[src/rtl/voice_allocator_if.sv]
// rtl/voice_allocator_if.sv - note event handshake and oscillator pool outputs of the voice allocator
interface voice_allocator_if #(
    parameter int NUM_VOICES = 7,
    parameter int NOTE_W     = 7
);
    localparam int CNT_W = $clog2(NUM_VOICES + 1);

    logic                         note_valid;
    logic                         note_on;
    logic [NOTE_W-1:0]            note_num;
    logic                         all_off;
    logic                         note_ready;
    logic [NUM_VOICES-1:0]        voice_en;
    logic [NUM_VOICES*NOTE_W-1:0] voice_note;
    logic [NUM_VOICES-1:0]        voice_load;
    logic [CNT_W-1:0]             active_count;

    modport master (
        output note_valid, note_on, note_num, all_off,
        input  note_ready, voice_en, voice_note, voice_load, active_count
    );

    modport slave (
        input  note_valid, note_on, note_num, all_off,
        output note_ready, voice_en, voice_note, voice_load, active_count
    );
endinterface

[src/rtl/voice_allocator.sv]
// rtl/voice_allocator.sv - polyphonic voice allocator: scans voices for match/free/oldest and drives the oscillator pool
module voice_allocator #(
    parameter int NUM_VOICES = 7,
    parameter int NOTE_W     = 7,
    parameter int AGE_W      = 3
) (
    input  logic               clk,
    input  logic               resetn,
    voice_allocator_if.slave   bus
);
    localparam int IDX_W = $clog2(NUM_VOICES);
    localparam int CNT_W = $clog2(NUM_VOICES + 1);

    typedef enum logic [1:0] {IDLE, SCAN, COMMIT} state_t;

    state_t                state;
    logic [IDX_W-1:0]      scan_idx;
    logic                  ev_on;
    logic [NOTE_W-1:0]     ev_num;
    logic                  match_found, free_found, old_found;
    logic [IDX_W-1:0]      match_idx, free_idx, old_idx;
    logic [AGE_W-1:0]      old_age;
    logic [NUM_VOICES-1:0] en;
    logic [NUM_VOICES-1:0] load;
    logic [NOTE_W-1:0]     note_q [NUM_VOICES];
    logic [AGE_W-1:0]      age    [NUM_VOICES];
    logic [CNT_W-1:0]      count;
    logic                  ready;

    logic [IDX_W-1:0]      tgt;
    logic [NUM_VOICES-1:0] en_commit;
    logic [CNT_W-1:0]      cnt_commit;

    // Enables as they will look after COMMIT, so the count can be registered alongside them
    always_comb begin
        tgt        = match_found ? match_idx : (free_found ? free_idx : old_idx);
        en_commit  = en;
        if (ev_on)
            en_commit[tgt] = 1'b1;
        else if (match_found)
            en_commit[match_idx] = 1'b0;
        cnt_commit = '0;
        for (int k = 0; k < NUM_VOICES; k++)
            cnt_commit = cnt_commit + CNT_W'(en_commit[k]);
    end

    always_ff @(posedge clk) begin
        if (!resetn) begin
            state       <= IDLE;
            scan_idx    <= '0;
            ev_on       <= 1'b0;
            ev_num      <= '0;
            match_found <= 1'b0;
            free_found  <= 1'b0;
            old_found   <= 1'b0;
            match_idx   <= '0;
            free_idx    <= '0;
            old_idx     <= '0;
            old_age     <= '0;
            en          <= '0;
            load        <= '0;
            count       <= '0;
            ready       <= 1'b1;
            for (int k = 0; k < NUM_VOICES; k++) begin
                note_q[k] <= '0;
                age[k]    <= '0;
            end
        end else begin
            load <= '0;
            case (state)
                IDLE: begin
                    if (bus.all_off) begin
                        en    <= '0;
                        count <= '0;
                        for (int k = 0; k < NUM_VOICES; k++)
                            age[k] <= '0;
                    end else if (bus.note_valid) begin
                        ev_on       <= bus.note_on;
                        ev_num      <= bus.note_num;
                        scan_idx    <= '0;
                        match_found <= 1'b0;
                        free_found  <= 1'b0;
                        old_found   <= 1'b0;
                        old_age     <= '0;
                        ready       <= 1'b0;
                        state       <= SCAN;
                    end
                end
                SCAN: begin
                    if (en[scan_idx]) begin
                        if (!match_found && note_q[scan_idx] == ev_num) begin
                            match_found <= 1'b1;
                            match_idx   <= scan_idx;
                        end
                        // Strict compare keeps the lowest index on equal ages
                        if (!old_found || age[scan_idx] > old_age) begin
                            old_found <= 1'b1;
                            old_idx   <= scan_idx;
                            old_age   <= age[scan_idx];
                        end
                    end else if (!free_found) begin
                        free_found <= 1'b1;
                        free_idx   <= scan_idx;
                    end
                    if (scan_idx == IDX_W'(NUM_VOICES - 1))
                        state <= COMMIT;
                    else
                        scan_idx <= scan_idx + 1'b1;
                end
                COMMIT: begin
                    en    <= en_commit;
                    count <= cnt_commit;
                    if (ev_on) begin
                        note_q[tgt] <= ev_num;
                        load        <= NUM_VOICES'(1) << tgt;
                        for (int k = 0; k < NUM_VOICES; k++) begin
                            if (k == int'(tgt))
                                age[k] <= '0;
                            else if (en[k] && age[k] != '1)
                                age[k] <= age[k] + 1'b1;
                        end
                    end else if (match_found) begin
                        age[match_idx] <= '0;
                    end
                    ready <= 1'b1;
                    state <= IDLE;
                end
                default: state <= IDLE;
            endcase
        end
    end

    always_comb begin
        bus.voice_note = '0;
        for (int k = 0; k < NUM_VOICES; k++)
            bus.voice_note[k*NOTE_W +: NOTE_W] = note_q[k];
    end

    assign bus.note_ready   = ready;
    assign bus.voice_en     = en;
    assign bus.voice_load   = load;
    assign bus.active_count = count;
endmodule

[src/flat_wrapper.sv]
// flat-port wrapper written by rule: the top's interface ports become plain ports
module voice_allocator_flat 
#(
    parameter int NUM_VOICES = 7,
    parameter int NOTE_W     = 7,
    parameter int AGE_W      = 3
)
  (clk, resetn, bus_note_valid, bus_note_on, bus_note_num, bus_all_off, bus_note_ready, bus_voice_en, bus_voice_note, bus_voice_load, bus_active_count);
  voice_allocator_if #(.NUM_VOICES(NUM_VOICES), .NOTE_W(NOTE_W)) bus_i ();
  input  logic clk;
  input  logic resetn;
  input wire logic [$bits(bus_i.note_valid)-1:0] bus_note_valid;
  input wire logic [$bits(bus_i.note_on)-1:0] bus_note_on;
  input wire logic [$bits(bus_i.note_num)-1:0] bus_note_num;
  input wire logic [$bits(bus_i.all_off)-1:0] bus_all_off;
  output wire logic [$bits(bus_i.note_ready)-1:0] bus_note_ready;
  output wire logic [$bits(bus_i.voice_en)-1:0] bus_voice_en;
  output wire logic [$bits(bus_i.voice_note)-1:0] bus_voice_note;
  output wire logic [$bits(bus_i.voice_load)-1:0] bus_voice_load;
  output wire logic [$bits(bus_i.active_count)-1:0] bus_active_count;
  assign bus_i.note_valid = bus_note_valid;
  assign bus_i.note_on = bus_note_on;
  assign bus_i.note_num = bus_note_num;
  assign bus_i.all_off = bus_all_off;
  assign bus_note_ready = bus_i.note_ready;
  assign bus_voice_en = bus_i.voice_en;
  assign bus_voice_note = bus_i.voice_note;
  assign bus_voice_load = bus_i.voice_load;
  assign bus_active_count = bus_i.active_count;
  voice_allocator #(.NUM_VOICES(NUM_VOICES), .NOTE_W(NOTE_W), .AGE_W(AGE_W)) u_core (.clk(clk), .resetn(resetn), .bus(bus_i));
endmodule
[config.mk]
export PLATFORM = sky130hd
export DESIGN_NAME = voice_allocator_flat
export DESIGN_NICKNAME = d
export VERILOG_FILES = /design/src/rtl/voice_allocator_if.sv /design/src/rtl/voice_allocator.sv /design/src/flat_wrapper.sv
export SDC_FILE = /design/constraint.sdc
export NUM_CORES = 1
export LEC_CHECK = 0
export ABC_CLOCK_PERIOD_IN_PS = 5100
export CAP_MARGIN = 20
export CORE_ASPECT_RATIO = 0.5
export CORE_MARGIN = 3
export CORE_UTILIZATION = 55
export CTS_BUF_LIST = sky130_fd_sc_hd__clkbuf_16
export DETAILED_ROUTE_END_ITERATION = 16
export PLACE_DENSITY = 0.8
export SETUP_SLACK_MARGIN = 0.02
export SLEW_MARGIN = 10
export SYNTH_ARGS = -nofsm -noshare
export SYNTH_HDL_FRONTEND = slang
export SYNTH_SLANG_ARGS = --single-unit
[constraint.sdc]
create_clock -name clk -period 5.1 [get_ports clk]
set_input_delay 1.02 -clock clk [delete_from_list [all_inputs] [get_ports clk]]
set_output_delay 1.02 -clock clk [all_outputs]
set_load 0.02 [all_outputs]
# Word-level counts from Yosys, hierarchy flattened
# Memories as Yosys holds them, arrays and structs flattened. A register that Yosys moved wholly into a read port is not among the register bits.
# Index checks and enable logic that the tools add are counted.
# Widths: inputs -> output; s select.
# classes
n_addsub,14
magnitude_cmp,6
eq_ne,26
n_shift,1
mux,158
bitwise,27
n_reduce_logical,31
# op_table
operator,count
$mux 3,36
$mux 1,103
$mux 7,4
$add 3x1->3 const B,8
$ne 3x3->1 const B,7
$or 1x1->1,21
$reduce_and 3->1,7
$pmux 3 s2,3
$add 3x1->3,5
$pmux 7 s2,1
$eq 3x3->1 const A,4
$lt 3x4->1 const B,3
$logic_and 1x1->1,10
$ne 2x2->1 const B,5
$reduce_and 5->1,2
$ne 2x1->1 const B,4
$pmux 1 s2,4
$reduce_and 4->1,2
$and 7x7->7,1
$eq 7x7->1,1
$not 7->7,1
$or 7x7->7,1
$reduce_or 7->1,1
$shl 1x3->7 const A,1
other kinds (19),28
# totals
regBits,46
ram_bits,70
input_bits,12
output_inout_bits,67
mem_count,2
# mem_list
memory,words,word_bits,read_ports,rd_clocked_by_memory_dff,write_ports,line,text
u_core.note_q,7,7,8,1,7,voice_allocator.sv:25,logic [NOTE_W-1:0] note_q [NUM_VOICES];
u_core.age,7,3,8,1,7,voice_allocator.sv:26,logic [AGE_W-1:0] age [NUM_VOICES];

# Logic depth before layout (Yosys ltp)
# depth
word_depth,15
depth_mapped,18
ltp_nobuf,16

# Least setup slack after synthesis
# No wires, ideal clock.
# synth_timing
path_kind,register -> register
from,register u_core.free_found
to,"register u_core.count[2], in the netlist u_core.bus.active_count[2]"
setup_ps,128
t_arrival_ps,3570
slack_ps,1402
stages_incl_launch_ff,19
n_path_buf,2
cell_sequence,dfxtp_1 > buf_2 > mux2i_1 > o21ai_0 > buf_2 > nor3_1 > nand2_1 > a22oi_1 > ha_1 > inv_1 > fa_1 > inv_1 > fa_1 > ha_1 > inv_1 > fa_1 > xnor2_1 > a22oi_1 > nor2_1
# synth_between
elab_chain_cells,15
word_cells_on_any_way,16
# synth_lines
element,line,text
"start, declared",voice_allocator.sv:20,"logic match_found, free_found, old_found;"
"start signal, assigned",voice_allocator.sv:54,free_found <= 1'b0;
"start signal, assigned",voice_allocator.sv:82,free_found <= 1'b0;
"start signal, assigned",voice_allocator.sv:102,free_found <= 1'b1;
$mux 3 (*) (2 in series),voice_allocator.sv:36,tgt = match_found ? match_idx : (free_found ? free_idx : old_idx);
$lt 3x4->1 (implied by the code) / $ge 3x1->1 (equally long branches),voice_allocator.sv:39,en_commit[tgt] = 1'b1;
$logic_and 1x1->1 (implied by the code),voice_allocator.sv:39,
$mux 1 (implied by the code),voice_allocator.sv:39,
$demux 1 s3 (*),--,
$or 7x7->7 (no line) (*),--,
$mux 7 (*),voice_allocator.sv:38,if (ev_on)
$add 1x1->2,voice_allocator.sv:44,cnt_commit = cnt_commit + CNT_W'(en_commit[k]);
$add 3x1->3 (4 in series),voice_allocator.sv:44,
$add 3x1->3 (*),voice_allocator.sv:44,
$pmux 3 s2 (*),voice_allocator.sv:70,case (state)
"end signal, assigned",voice_allocator.sv:112,count <= cnt_commit;
"end, declared",voice_allocator.sv:27,logic [CNT_W-1:0] count;
# Mark *: on every way between the ends. The rest lies on a longest branch, timed or not.
# A chain may end at the register's enable or synchronous reset.

# Worst setup path in the final report
# Ends and elaborated chain as after synthesis.

==> results.json <==
{
  "fin_ws_ns": 0.693,
  "slowest_delay_ns": 0.66,
  "synth_top_flop_cell": "dfxtp_1",
  "finalSetupTns_ns": 0,
  "drtIter0Drc": 371,
  "leakagePower_uw": 0.00282,
  "start_util": 0.579,
  "root_buffer": "clkbuf_16",
  "cts_buffer_depth": 2,
  "placed_area_mm2": 0.00697,
  "num_rows": 26,
  "cp_top_family": "adder cells",
  "port_buffers": 78,
  "synth_fp_nets": 628,
  "cts_tree": "done",
  "gp_congestion": 0.931,
  "grt-ovfl-total": 0,
  "max_freq_mhz": 227,
  "fp.dieH_um": 80.2,
  "clock_latency_ns": 0.42,
  "core_area_mm2": 0.0105,
  "final_area_mm2": 0.00757,
  "critPathArrivalTime_ns": 4.70,
  "setup_viol": 0,
  "rsz0062_at_grt": "no",
  "grt_max_degree": 44,
  "async_reset_ff_frac": 0,
  "firstDrtPassIters": 5,
  "htree_levels": 4,
  "cp-start-kind": "flop",
  "via_per_inst": 5.99,
  "grt_pass1_vias": 4721,
  "grt.total_usage": 0.265,
  "syn_area_mm2": 0.00606,
  "drtAntennaViolNets": 0,
  "ctsHoldBuffers": 0,
  "seq_area_frac_synth": 0.497,
  "worst_hold_path_type": "flop to flop",
  "ys_warn_count": 0,
  "grt_first_pass_wirelength_um": 25100,
  "antenna_found_initial": 0,
  "required_ns": 5.39,
  "mostFrequentLayoutCells": "clkdlybuf4s50_1, dfxtp_1, nor2_1, nand2_1, edfxtp_1",
  "worstMarginPinSlew_ns": 0.989,
  "critPathSlowestCell": "or3_1",
  "crit_chain": "mux2i_1, o21ai_0, or3_1, o21ai_0, ha_1, inv_1, fa_1, inv_1, fa_1, ha_1, inv_1, fa_1, xnor2_1, a22oi_1, nor2_1",
  "drive_above_1_share": 0.0924,
  "vias": 4925,
  "max-cap-violations": 0,
  "dieArea_mm2": 0.0124,
  "clock_skew_ns": 0.0106,
  "final_common_cell": "clkdlybuf4s50_1",
  "ir_drop_uv": 230,
  "dp.final_hpwl_um": 11400,
  "synth_cell_types": 50,
  "die_w_um": 154,
  "yosys_register_bits": 126,
  "wire_per_inst_um": 19.7,
  "clk_pin_slew_ns": 0.06,
  "cp_max_fo": 12,
  "slew_viol_final": 0,
  "powerDensity_mw_per_mm2": 322,
  "max_slew_margin": 0.339,
  "antenna_cells": 0,
  "post_cts_buffers": 0,
  "period_needed_ns": 4.41,
  "io_pins": 79,
  "area_growth_pct": 24.9,
  "fin_nets": 706,
  "wirelength_um": 16200,
  "end_kind": "flop",
  "drc": 0,
  "crit_buf_inv": 3,
  "hold_viol": 0,
  "synth_edf_count": 49,
  "syn_area_per_cell_um2": 10.3,
  "worstSetupPathType": "flop to flop",
  "fin_crit_sh": 0.864,
  "cts_sinks": 126,
  "hold_slack_ns": 0.476,
  "syn_inst": 591,
  "ctsResizeCount": 0,
  "cts_buffers": 17,
  "post-place-ws_ns": 0.848,
  "run_status": "complete, no violations"
}
-- tightest hold or removal path, cell delays in order, from the launching register on --
cell	delay, ns
dfxtp_1	0.33
nand2_1	0.05
nand3_1	0.07
-- state kept, by name (all words and copies together), names as in the netlist, 2 cells and up, named ones only --
name                     cells
u_core.match_idx             3
u_core.scan_idx              3
u_core.free_idx              3
u_core.bus.voice_load        7
u_core.ev_num                7
u_core.old_age               3
u_core.state                 2
u_core.note_q               56
u_core.bus.active_count      3
u_core.age                  21
u_core.bus.voice_en          7
u_core.old_idx               3
-- stage by stage --
step,util,total power (µW),cells
5_1_grt,0.723,2500,822
2_1_floorplan,-,1180,591
3_3_place_gp,0.666,1230,790
6_report,0.723,2440,822
4_1_cts,0.723,2440,822
3_5_place_dp,0.666,1240,790
-- cell type report --
cell class | count | area (µm²)
timing repair buffer | 90 | 871
fill | 740 | 2900
sequential | 126 | 3010
clock inverter | 13 | 121
inverter | 20 | 75.1
multi-input combinational | 414 | 2840
tap | 140 | 175
clock buffer | 19 | 475
-- synthesized netlist by cell type (all sizes together), types with 6 or more instances --
library cell,n,area [µm²]
mux4,10,233
nand2b,14,87.6
xnor2,6,52.6
and2,23,144
nand3,21,105
o21ai,15,75.1
buf,12,72.6
ha,22,275
inv,19,71.3
edfxtp,49,1470
nor3,8,40.0
mux2i,45,450
clkbuf,19,71.3
a22oi,14,105
dfxtp,77,1540
nand2,68,255
a21oi,36,180
nor2,73,274
-- cell families after synthesis --
group	Yosys count	share of synthesized area
buf+inv	51	0.0361
fa+ha+maj	25	0.0553
simple gates	239	0.196
flops	126	0.497
mux	57	0.116
compound gates	84	0.0861
xor+xnor	9	0.0130
-- power breakdown --
group	internal [µW]	switching, µW	leakage, µW
clock	736	486	0.000290
combinational	56.3	76.2	0.00139
sequential	1060	23.3	0.00114
total	1850	586	0.00282
-- worst paths after layout --
check	from	to	slack (ns)	cells past startpoint
max	u_core.free_found$_SDFFE_PN0P_	u_core.bus.active_count[2]$_SDFFE_PN0P_	0.69	15
min	u_core.bus.note_ready$_SDFFE_PN1P_	u_core.bus.note_ready$_SDFFE_PN1P_	0.48	2
max reg2reg	u_core.free_found$_SDFFE_PN0P_	u_core.bus.active_count[2]$_SDFFE_PN0P_	0.69	15
min reg2reg	u_core.bus.note_ready$_SDFFE_PN1P_	u_core.bus.note_ready$_SDFFE_PN1P_	0.48	2
-- metal layers --
layer	share of wire	vias to the layer above	track usage	routed length, µm
met5	0	-	0	0
met4	0.020	0	0.0872	320
met3	0.10	29	0.0813	1670
met2	0.45	279	0.414	7300
met1	0.43	2360	0.356	6870
li1	-	2257	-	-
(Power assumes the default switching activity.)
